**config.mk**
```make
export PLATFORM = sky130hd
export DESIGN_NAME = pbox_iter_flat
export DESIGN_NICKNAME = d
export VERILOG_FILES = /design/src/rtl/pbox_iter_if.sv /design/src/rtl/pbox_iter.sv /design/src/flat_wrapper.sv
export SDC_FILE = /design/constraint.sdc
export NUM_CORES = 1
export LEC_CHECK = 0
export ABC_AREA = 1
export CORE_AREA = 8 8 105 107
export CTS_BUF_LIST = sky130_fd_sc_hd__clkbuf_16
export CTS_CLUSTER_SIZE = 8
export DETAILED_ROUTE_END_ITERATION = 10
export DIE_AREA = 0 0 113 115
export PLACE_DENSITY = 0.81
export SYNTH_ARGS = -nofsm -noshare
export SYNTH_HDL_FRONTEND = slang
export SYNTH_SLANG_ARGS = --single-unit
```
**constraint.sdc**
```tcl
create_clock -name clk -period 2.3 [get_ports clk]
set_clock_uncertainty 0.2 [all_clocks]
set_input_delay 0.345 -clock clk [delete_from_list [all_inputs] [get_ports clk]]
set_output_delay 0.345 -clock clk [all_outputs]
set_load 0.01 [all_outputs]
```
**src/rtl/pbox_iter_if.sv**
```systemverilog
// Job/result handshake bundle for the iterative bit-permutation engine.
// The master side offers jobs and consumes results; the slave side is the engine.
interface pbox_iter_if #(
  parameter int N  = 8,
  parameter int CW = 4
) ();
  logic              in_valid;
  logic              in_ready;
  logic              in_mode;
  logic [CW-1:0]     in_count;
  logic [0:N*N-1]    in_state;
  logic              out_valid;
  logic              out_ready;
  logic [0:N*N-1]    out_res;
  logic              busy;

  modport master (
    output in_valid, in_mode, in_count, in_state, out_ready,
    input  in_ready, out_valid, out_res, busy
  );

  modport slave (
    input  in_valid, in_mode, in_count, in_state, out_ready,
    output in_ready, out_valid, out_res, busy
  );
endinterface

```
**src/rtl/pbox_iter.sv**
```systemverilog
// Iterative N x N bit-permutation engine. Each accepted job applies the
// forward (or inverse) P-layer permutation in_count times, one application
// per clock, then holds the result until the consumer takes it.
module pbox_iter #(
  parameter int N  = 8,
  parameter int CW = 4
) (
  input  logic      clk,
  input  logic      rst_n,
  pbox_iter_if.slave bus
);

  localparam int W = N * N;

  typedef enum logic [1:0] {
    IDLE = 2'd0,
    RUN  = 2'd1,
    DONE = 2'd2
  } state_t;

  state_t          state_r;
  state_t          state_nx_s;
  logic [0:W-1]    s_r;
  logic [0:W-1]    s_nx_s;
  logic            m_r;
  logic            m_nx_s;
  logic [CW-1:0]   k_r;
  logic [CW-1:0]   k_nx_s;
  logic            in_ready_r;
  logic            out_valid_r;
  logic            busy_r;

  // Bit position inside each source byte that feeds output byte r:
  // odd bits for the first half of the rows, even bits for the second half.
  function automatic int bsel(input int r);
    int b;
    if (r < N / 2) begin
      b = 2 * r + 1;
    end else begin
      b = 2 * (r - N / 2);
    end
    return b;
  endfunction

  // Forward permutation: output byte r gathers bit bsel(r) of bytes N-1..0.
  function automatic logic [0:W-1] perm_fwd(input logic [0:W-1] v);
    logic [0:W-1] o;
    o = {W{1'b0}};
    for (int r = 0; r < N; r++) begin
      for (int c = 0; c < N; c++) begin
        o[N*r+c] = v[N*(N-1-c)+bsel(r)];
      end
    end
    return o;
  endfunction

  // Inverse permutation: scatter each bit back to where the forward map took it.
  function automatic logic [0:W-1] perm_inv(input logic [0:W-1] v);
    logic [0:W-1] o;
    o = {W{1'b0}};
    for (int r = 0; r < N; r++) begin
      for (int c = 0; c < N; c++) begin
        o[N*(N-1-c)+bsel(r)] = v[N*r+c];
      end
    end
    return o;
  endfunction

  // Next-state and datapath update for the IDLE -> RUN -> DONE job cycle.
  always_comb begin
    state_nx_s = state_r;
    s_nx_s     = s_r;
    m_nx_s     = m_r;
    k_nx_s     = k_r;
    case (state_r)
      IDLE: begin
        if (bus.in_valid) begin
          state_nx_s = RUN;
          s_nx_s     = bus.in_state;
          m_nx_s     = bus.in_mode;
          k_nx_s     = bus.in_count;
        end else begin
          state_nx_s = IDLE;
        end
      end
      RUN: begin
        if (k_r == {CW{1'b0}}) begin
          state_nx_s = DONE;
        end else begin
          if (m_r) begin
            s_nx_s = perm_inv(s_r);
          end else begin
            s_nx_s = perm_fwd(s_r);
          end
          k_nx_s = k_r - CW'(1'b1);
        end
      end
      DONE: begin
        if (bus.out_ready) begin
          state_nx_s = IDLE;
        end else begin
          state_nx_s = DONE;
        end
      end
      default: begin
        state_nx_s = IDLE;
      end
    endcase
  end

  // State, datapath and handshake flags; flags are decoded from the next
  // state so they come straight out of flops with no input-to-output path.
  always_ff @(posedge clk or negedge rst_n) begin
    if (!rst_n) begin
      state_r     <= IDLE;
      s_r         <= {W{1'b0}};
      m_r         <= 1'b0;
      k_r         <= {CW{1'b0}};
      in_ready_r  <= 1'b1;
      out_valid_r <= 1'b0;
      busy_r      <= 1'b0;
    end else begin
      state_r     <= state_nx_s;
      s_r         <= s_nx_s;
      m_r         <= m_nx_s;
      k_r         <= k_nx_s;
      in_ready_r  <= (state_nx_s == IDLE);
      out_valid_r <= (state_nx_s == DONE);
      busy_r      <= (state_nx_s == RUN) || (state_nx_s == DONE);
    end
  end

  assign bus.in_ready  = in_ready_r;
  assign bus.out_valid = out_valid_r;
  assign bus.busy      = busy_r;
  assign bus.out_res   = s_r;

endmodule

```
**src/flat_wrapper.sv**
```systemverilog
// flat-port wrapper written by rule: the top's interface ports become plain ports
module pbox_iter_flat 
#(
  parameter int N  = 8,
  parameter int CW = 4
)
  (clk, rst_n, bus_in_valid, bus_in_mode, bus_in_count, bus_in_state, bus_out_ready, bus_in_ready, bus_out_valid, bus_out_res, bus_busy);
  pbox_iter_if #(.N(N), .CW(CW)) bus_i ();
  input  logic clk;
  input  logic rst_n;
  input wire logic [$bits(bus_i.in_valid)-1:0] bus_in_valid;
  input wire logic [$bits(bus_i.in_mode)-1:0] bus_in_mode;
  input wire logic [$bits(bus_i.in_count)-1:0] bus_in_count;
  input wire logic [$bits(bus_i.in_state)-1:0] bus_in_state;
  input wire logic [$bits(bus_i.out_ready)-1:0] bus_out_ready;
  output wire logic [$bits(bus_i.in_ready)-1:0] bus_in_ready;
  output wire logic [$bits(bus_i.out_valid)-1:0] bus_out_valid;
  output wire logic [$bits(bus_i.out_res)-1:0] bus_out_res;
  output wire logic [$bits(bus_i.busy)-1:0] bus_busy;
  assign bus_i.in_valid = bus_in_valid;
  assign bus_i.in_mode = bus_in_mode;
  assign bus_i.in_count = bus_in_count;
  assign bus_i.in_state = bus_in_state;
  assign bus_i.out_ready = bus_out_ready;
  assign bus_in_ready = bus_i.in_ready;
  assign bus_out_valid = bus_i.out_valid;
  assign bus_out_res = bus_i.out_res;
  assign bus_busy = bus_i.busy;
  pbox_iter #(.N(N), .CW(CW)) u_core (.clk(clk), .rst_n(rst_n), .bus(bus_i));
endmodule
```
Word level (Yosys, flattened, before mapping):

Cells that the tools add are included.
W data, S select, Z words.

* word-level logic and storage cells: 960
* bits in registers: 74
* output and inout bits: 67

* muxes and demuxes: 442
* bitwise gates (word level): 129
* equality and inequality tests: 6
* magnitude comparators: 192
* reduce and logical (&&, ||, !) cells: 71
* add/sub/neg operators: 113

Operators with widths (count)
* $ge A32 B7 Y1 const B: 128
* $not A32 Y32: 128
* $bwmux W64: 63
* $add A7 B32 Y32 const A: 64
* $lt A32 B1 Y1 const B: 64
* $mux W32: 48
* $add A6 B32 Y32 const A: 32
* $add A5 B32 Y32 const A: 16
* $bmux W1 S6: 64
* $demux W1 S6: 64
* $mux W1: 193
* $mux W64: 3
* $pmux W64 S2: 1
* $and A64 B64 Y64: 1
* $logic_and A1 B1 Y1: 64
* $mux W4: 2
* $pmux W4 S2: 1
* $pmux W2 S3: 1
* $eq A2 B1 Y1 const B: 2
* $eq A2 B2 Y1 const B: 2
* $logic_not A2 Y1: 2
* $logic_not A4 Y1: 1
* $mux W2: 2
* $ne A2 B2 Y1 const B: 2
* other kinds (5): 5

Depth between registers and ports, before layout:

Gate-level depths: netlist of the first run.

* depth after elaboration: 76
* gate-level depth with buffers: 9
* gate-level depth less buffers: 7

Worst setup path before layout of the first run:

OpenSTA, ideal clock, no wires.

* path kind: reg2reg
* start: register u_core.k_r[0]
* end: register u_core.s_r (netlist bit u_core.bus.out_res[0])
* clock period less this slack: 1609 ps
* arrival: 1278 ps
* cell stages (with the launch flop): 10
* slack: 691 ps
* buffers on the path: 2
* library setup time: 131 ps
* path through: dfrtp_1 -> inv_1 -> ha_1 -> nand3_1 -> nand2_1 -> nand2_2 -> buf_6 -> buf_2 -> nand2_1 -> o21ai_0

* cells in the longest elaborated chain, start to end: 3

Ends and longest elaborated chain
* start: declaration: line pbox_iter.sv:27 `logic [CW-1:0] k_r;`
* start signal: assignment: line pbox_iter.sv:118 `k_r <= {CW{1'b0}};`
* start signal: assignment: line pbox_iter.sv:126 `k_r <= k_nx_s;`
* $logic_not A4 Y1: line pbox_iter.sv:87 `if (k_r == {CW{1'b0}}) begin`
* $ne A2 B2 Y1 (no line)
* $reduce_and A3 Y1 (no line)
* end signal: assignment: line pbox_iter.sv:116 `s_r <= {W{1'b0}};`
* end signal: assignment: line pbox_iter.sv:124 `s_r <= s_nx_s;`
* end: declaration: line pbox_iter.sv:23 `logic [0:W-1] s_r;`

Every way passes these cells.
A chain may end at the register's enable or synchronous reset.

Worst setup path after layout of the first run:

* start: register u_core.in_ready_r (netlist: u_core.bus.in_ready)
* end: output bus_in_ready

RTL lines
* start: declaration: line pbox_iter.sv:29 `logic in_ready_r;`
* start signal: assignment: line pbox_iter.sv:127 `in_ready_r <= (state_nx_s == IDLE);`
* end: declaration: line flat_wrapper.sv:16 `output wire logic [$bits(bus_i.in_ready)-1:0] bus_in_ready;`

No word-level cell between the ends.

==> metrics.md, run 1 <==
| Metric | Value |
|---|---|
| Run status | `complete, no violations` |
| Remaining routing DRC violations | `0` |
| Share of the cycle needed by the critical path after routing | `0.832` |
| Hold Fails Final Rpt | `0` |
| Number of global-route vias before repair | `between 4000 and 5000` |
| Worst relative slew slack | `0.596` |
| Portion of the post-synthesis area used by sequential elements | `0.428` |
| Part of the power in registers | `0.239` |
| Highest ir drop seen on vdd | `1.03 mV` |
| Endpoint of the worst hold-timing path | `u_core.bus.out_res[21]$_DFFE_PN0P_` |
| Clock Path Buffers | `2` |
| Average vias per placed instance | `4.98` |
| Finished Layout Cells | `around 900` |
| Req. time, crit path | `~1.8 ns` |
| Critical Path Source Type | `flop` |
| Fill cell total of the finished layout | `between 800 and 900` |
| Remaining antenna violation count | `0` |
| Final sum of negative setup slack | `0 ns` |
| Number of flops mapped to enable cells by yosys | `0` |
| Post-route minimum period | `roughly 1.9 ns` |
| Overall Global Routing Usage | `0.190` |
| Average footprint of a synthesized cell | `about 6.5 um^2` |
| Clock tree from TritonCTS | `built` |
| Global routing's busiest layer | `met2` |
| Gates resized, CTS repair | `0` |
| Starting utilization of the core area | `0.458` |
| First-pass GRT wire length | `20.4 mm` |
| Met1 global-route usage | `0.232` |
| Met3 Use GR | `0.0457` |
| Reported max-cap violation count | `0` |
| Initial antenna violation count | `0` |
| Reg-to-reg setup timing slack | `around 0.53 ns` |
| Maximum fanout along the worst path | `1` |
| Stages on the worst setup path | `1` |
| Portion of total power attributed to combinational logic | `0.626` |
| Flip-flop and latch count after synthesis | `between 70 and 80` |
| Worst hold path startpoint | `u_core.bus.out_res[21]$_DFFE_PN0P_` |
| CTS Root Cell | `clkbuf_16` |
| Maximum frequency from static timing analysis | `approximately 520 MHz` |
| Final slew viol count | `0` |
| Endpoint of the lowest-slack register-to-register path | `u_core.bus.out_res[0]$_DFFE_PN0P_` |
| Level count of the clock H-tree | `3` |
| Arrival time at the worst endpoint | `about 1.4 ns` |
| Static leakage power | `approximately 0.0031 uW` |
| Count of distinct cell types in the synthesized netlist | `21` |
| Net load switching power | `roughly 4600 uW` |
| Detailed Routing Iterations Pass 1 | `5` |
| Delay contributed by the slowest stage of the critical path | `~0.53 ns` |
| Post-layout net count | `between 800 and 900` |
| TritonCTS Buffers | `9` |
| Average wire per cell in the routed design | `roughly 14 um` |
| GR Util met2 | `0.320` |
| Top FF cell, synth | `dfrtp_1` |
| Int Power | `5420 uW` |
| Inst Count DP | `between 800 and 900` |
| DRC marker count from the first detailed-route iteration | `between 200 and 250` |
| Number of setup violations in the final report | `0` |
| List of cells traversed by the critical path | `clkdlybuf4s50_1` |
| Routability Congestion | `0.830` |
| Pwr Density | `around 1700 nW/um^2` |
| Largest net degree at the start of global routing | `70` |
| I/O Pins | `between 100 and 150` |
| Hold WC Path Type | `reg -> reg` |
| Critical path buffers and inverters | `1` |
| Fraction of layout instances using a drive strength above 1 | `0.0494` |
| Top cell family by delay on the critical path | `buffers and inverters` |
| Cell Area, Placed | `a little under 6000 um^2` |
| Half-perimeter wire length after detailed placement | `between 8 and 9 mm` |
| Async set-or-reset flop fraction in the synthesized netlist | `1.00` |
| Die Span X | `~110 um` |
| Total non-filler cell area in the finished layout | `about 6100 um^2` |
| Clk Latency, worst-skew pair | `around 0.33 ns` |
| Core area | `around 9500 um^2` |
| Start point of the critical path | `u_core.bus.in_ready$_DFF_PN1_` |
| Transition time of the tightest slew-check pin | `0.606 ns` |
| Switching power as a share of total power | `0.462` |
| # diodes | `0` |
| Synth Warn # | `0` |
| Crit Reg-Reg Startpoint | `u_core.k_r[0]$_DFFE_PN0P_` |
| Endpoint type of the worst setup path | `output port` |
| Total power of the final layout | `10100 uW` |
| Net count of the mapped netlist | `around 740` |
| Worst hold path depth | `2` |
| Combined area of all synthesized cells | `~4300 um^2` |
| Clock network fraction of design power | `0.136` |
| Std-Cell Rows | `36` |
| Reg2Reg Depth | `8` |
| Total global routing overflow | `0` |
| Total die area | `between 10000 and 15000 um^2` |
| Number of clock sinks | `74` |
| Count of mapped cells out of synthesis | `between 600 and 700` |
| Height of the die | `115 um` |
| Port Buf Inserts | `roughly 140` |
| Vias after detailed routing | `around 4500` |
| Synthesis-to-finish area growth | `40.9%` |
| Crit Path Class | `reg -> out` |
| CP max-delay cell | `clkdlybuf4s50_1` |
| Unrepaired setup endpoints after global routing | `no` |
| Wirelength, routed | `between 10 and 15 mm` |
| CTS clk-pin slew, worst paths | `~0.060 ns` |
logic make-up after synthesis:
group	Yosys count	share of synthesized area
flip-flops	74	0.428
AO/OA/AOI/OAI	73	0.0847
adder cells (fa/ha/maj)	3	0.00867
AND/OR/NAND/NOR	397	0.366
buffers and inverters	115	0.112
flip-flops by register name, indices dropped and copies added, names as in the netlist:
name / flops
u_core.bus.out_valid: 1
u_core.bus.in_ready: 1
u_core.m_r: 1
u_core.state_r: 2
u_core.bus.out_res: 64
u_core.bus.busy: 1
u_core.k_r: 4
layer usage:
metal	vias to the layer above	routed length, um
met2	151	6160
met1	2061	5300
met5	-	0
met4	0	233
li1	2275	-
met3	19	787
power by group through the flow:
stage               sequential (uW)  combinational (uW)  clock, uW
floorplan                      2600                3900          0
global placement               2400                6100          0
detailed placement             2420                6300          0
CTS                            2400                6340       1380
global route                   2470                7130       1440
finish                         2400                6300       1370
cells in the mapped netlist, types with 2 or more instances:
master	n	share of area
a21oi_1	2	0.0023
o21ai_0	33	0.038
o21ai_1	37	0.043
nand2_1	326	0.28
clkbuf_1	18	0.016
dfrtp_1	73	0.42
nor2_1	3	0.0026
inv_1	70	0.061
buf_2	14	0.016
inv_2	3	0.0026
nand3_1	64	0.074
buf_4	8	0.014
ha_1	3	0.0087
how the worst max path moves through the flow:
stage | to
final | bus_in_ready
after global routing | bus_in_ready
after CTS | bus_in_ready
after detailed placement | u_core.bus.out_res[8]$_DFFE_PN0P_
after global placement | u_core.bus.out_res[59]$_DFFE_PN0P_
after floorplan | u_core.bus.out_res[0]$_DFFE_PN0P_
cell type report:
class                   count  area, um^2  share of cell area
inverters                  74         278              0.0455
well taps                 114         143              0.0234
clock buffers               9         225              0.0369
multi-input cells         473        2000               0.328
clock inverters             7        62.6              0.0103
repair buffers            153        1530               0.252
flip-flops and latches     74        1850               0.304
placed cells by master (no fill, tap or decap):
cell type          n
ha_1               3
dfstp_2            1
nor2_4             2
nor2_1             3
clkinvlp_4         2
a31oi_1            1
buf_12             3
o21ai_0           33
clkinv_2           2
nand2_1          325
clkdlybuf4s50_1  138
nand3_1           64
a21oi_1            2
dfrtp_1           72
or2_2              1
dlygate4sd3_1      1
o21ai_1           37
inv_1             71
bufinv_16          1
inv_2              4
nand2_4            1
dfrtp_2            1
clkinv_1           1
clkbuf_16          9
nand2_2            1
buf_4             11
metrics by stage:
stage | utilization | setup WS (ns) | hold WS, ns
2_1_floorplan | - | 0.691 | -0.151
6_report | 0.645 | 0.387 | 0.305
5_1_grt | 0.645 | 0.359 | 0.342
4_1_cts | 0.645 | 0.373 | 0.313
3_5_place_dp | 0.613 | 0.347 | 0.190
3_3_place_gp | 0.613 | 0.401 | 0.188
timing repair:
action,CTS,global route
buffers inserted,0,0
endpoints found under the hold margin,43,0
hold buffers,1,0
setup endpoints to repair,0,0
(Power assumes the default switching activity.)
==> run 2: changes to the inputs <==
- clock period: 2.3 -> 1.8 ns (I/O delays scaled with it)
==> run 2 against run 1 <==
  * Clock power rose by 26%
  * Critical path depth unchanged
  * Hold slack lost 0.10 ns
  * Routed wire length decreased by 1.0%
  * Sequential share of layout area fell by 0.60 points
  * Power is 31% higher
  * Core utilization is 1.3 points higher
  * First-iteration DRC count fell by 8.9%
  * Die area unchanged
  * Flip-flop and latch count unchanged
  * Sequential power rose by 29%
  * Final cell count up 0.77%
  * Critical endpoint is now bus_out_res[32]
==> metrics.md, run 2 (synthesized netlist as in run 1, its figures left out) <==
| Metric | Value |
|---|---|
| Run status | `complete, no violations` |
| Delay contributed by the slowest stage of the critical path | `0.55 ns (+0.02 ns)` |
| Pwr Density | `2120 nW/um^2 (+28%)` |
| Final slew viol count | `0 (unchanged)` |
| Wirelength, routed | `12.3 mm (-1.0%)` |
| Reg2Reg Depth | `8 (unchanged)` |
| Starting utilization of the core area | `0.458 (unchanged)` |
| Hold Fails Final Rpt | `0 (unchanged)` |
| Fraction of layout instances using a drive strength above 1 | `0.0615 (+0.0121)` |
| Reported max-cap violation count | `0 (unchanged)` |
| Crit Path Class | `reg -> out` |
| Most common cell after layout, fill and taps aside | `nand2_1` |
| I/O Pins | `140 (unchanged)` |
| Stages on the worst setup path | `1 (unchanged)` |
| Number of setup violations in the final report | `0 (unchanged)` |
| Share of the cycle needed by the critical path after routing | `0.950` |
| Height of the die | `115 um (unchanged)` |
| Vias after detailed routing | `4470 (-0.80%)` |
| Arrival time at the worst endpoint | `1.24 ns (-0.13 ns)` |
| Critical path buffers and inverters | `1 (unchanged)` |
| Met2 Wirelength | `6.05 mm (-1.7%)` |
| Req. time, crit path | `1.33 ns (-0.42 ns)` |
| Top library cells by usage in the layout, fill and taps aside | `nand2_1, clkdlybuf4s50_1, dfrtp_1` |
| Met3 routed wirelength | `871 um (+11%)` |
| Remaining antenna violation count | `0 (unchanged)` |
| Endpoint type of the worst setup path | `output port` |
| Maximum fanout along the worst path | `2 (+1)` |
| Setup repair bufs after CTS | `0 (unchanged)` |
| TritonCTS Buffers | `9 (unchanged)` |
| Post-layout net count | `868 (+0.81%)` |
| # diodes | `0 (unchanged)` |
| CTS Root Cell | `clkbuf_16` |
| Initial antenna violation count | `0 (unchanged)` |
| Total global routing overflow | `0 (unchanged)` |
| Critical Path Source Type | `flop` |
| Maximum frequency from static timing analysis | `585 MHz` |
| Total power of the final layout | `13200 uW (+31%)` |
| Clk Latency, worst-skew pair | `0.32 ns (about the same)` |
| First-pass GRT wire length | `20.8 mm (+1.8%)` |
| Number of clock sinks | `74 (unchanged)` |
| Synthesis-to-finish area growth | `43.7%` |
| Highest routed layer | `met4` |
| Number of flip-flops under the largest register name | `64 (unchanged)` |
| Clock Path Buffers | `2 (unchanged)` |
| Transition time of the tightest slew-check pin | `0.343 ns (-0.263 ns)` |
| Detailed Routing Iterations Pass 1 | `4 (-1)` |
| Top cell family by delay on the critical path | `buffers and inverters` |
| Cell Area, Placed | `5900 um^2 (+1.8%)` |
| Largest net degree at the start of global routing | `69 (-1.4%)` |
| Half-perimeter wire length after detailed placement | `9.21 mm (+3.2%)` |
| Minimum setup slack after placement | `-0.0204 ns (-0.367 ns)` |
| Average vias per placed instance | `4.91 (-1.6%)` |
| Overall Global Routing Usage | `0.193 (+0.00368)` |
| Die Span X | `113 um (unchanged)` |
| Routability Congestion | `0.887 (+6.9%)` |
| Total die area | `13000 um^2 (unchanged)` |
| DRC marker count from the first detailed-route iteration | `194 (-8.9%)` |
| CP max-delay cell | `clkdlybuf4s50_1` |
| Total non-filler cell area in the finished layout | `6220 um^2 (+2.0%)` |
| Worst relative slew slack | `0.771 (+0.175)` |
| Start point of the critical path | `u_core.bus.out_res[31]$_DFFE_PN0P_` |
| Setup ws final | `0.0894 ns (-0.298 ns)` |
| Level count of the clock H-tree | `3 (unchanged)` |
| Number of global-route vias before repair | `4405 (+1.6%)` |
| Endpoint of the lowest-slack register-to-register path | `u_core.bus.out_res[14]$_DFFE_PN0P_` |
| Reg-to-reg setup timing slack | `0.10 ns (-0.43 ns)` |
| Post-route minimum period | `around 1.7 ns` |
| CTS clk-pin slew, worst paths | `0.06 ns (about the same)` |
| Core area | `9460 um^2 (unchanged)` |
| Average wire per cell in the routed design | `13.5 um (-1.8%)` |
| List of cells traversed by the critical path | `clkdlybuf4s50_1` |
| Hold WC Path Type | `in -> async` |
| Port Buf Inserts | `139 (unchanged)` |
| Std-Cell Rows | `36 (unchanged)` |
| Highest ir drop seen on vdd | `1.10 mV (+6.6%)` |
| Routed met1 length | `5.27 mm (-0.42%)` |
| Static leakage power | `0.00319 uW (+1.7%)` |
| Unrepaired setup endpoints after global routing | `yes` |
| Clock tree from TritonCTS | `built` |
| Crit Reg-Reg Startpoint | `u_core.k_r[0]$_DFFE_PN0P_` |
| Crit path to | `bus_out_res[32]` |
| Final core utilization | `0.658 (+0.0130)` |
| Remaining routing DRC violations | `0 (unchanged)` |
==> run 2: cell count changes in the layout (fill, tap and decap cells not counted), sizes merged <==
cell,before,now
buf,14,21
dlygate4sd2,0,1
clkdlybuf4s50,138,137
==> run 2: layout make-up <==
| type | instances | area, um^2 |
|---|---|---|
| Tap cell | 114 | 143 |
| Timing Repair Buffer | 160 | 1640 |
| Fill cell | 807 | 3240 |
| Clock inverter | 7 | 61.3 |
| Inverter | 74 | 278 |
| Clock buffer | 9 | 225 |
| Multi-Input combinational cell | 473 | 2020 |
| Sequential cell | 74 | 1850 |
==> run 2: power by group <==
part	internal, uW	switching [uW]
clock network	1060	664
registers	2560	543
logic	3580	4790
total	7190	5990
==> run 2: routing by layer <==
metal	vias to the layer above	GRT usage
met5	-	0
met4	0	0.0648
met3	10	0.0410
met2	146	0.337
met1	2015	0.233
li1	2299	-
==> run 2: worst min-delay path by stage <==
stage / from / slack, ns / cells after the start / to
finish: rst_n / 0.20 / 2 / u_core.state_r[0]$_DFF_PN0_
floorplan: rst_n / -0.23 / 0 / u_core.bus.busy$_DFF_PN0_
CTS: rst_n / 0.21 / 2 / u_core.state_r[0]$_DFF_PN0_
detailed placement: rst_n / 0.004 / 1 / u_core.bus.out_res[11]$_DFFE_PN0P_
global placement: rst_n / -0.0005 / 1 / u_core.bus.out_res[11]$_DFFE_PN0P_
global route: rst_n / 0.24 / 2 / u_core.state_r[0]$_DFF_PN0_
==> run 2: metrics by stage <==
stage | setup TNS [ns] | std cells | hold slack (ns)
after floorplan | 0 | 662 | -0.226
after global placement | 0 | 894 | -0.000511
after detailed placement | -0.117 | 894 | 0.00385
after CTS | 0 | 911 | 0.207
after global routing | -0.0400 | 911 | 0.238
final | 0 | 911 | 0.204
==> run 2: what timing repair did <==
| item | CTS | global route |
|---|---|---|
| gates resized for setup | 2 | 6 |
| pin swaps | 0 | 1 |
| endpoints found under the hold margin | 50 | 0 |
| hold buffers | 1 | 0 |
| endpoints found under the setup margin | 2 | 65 |
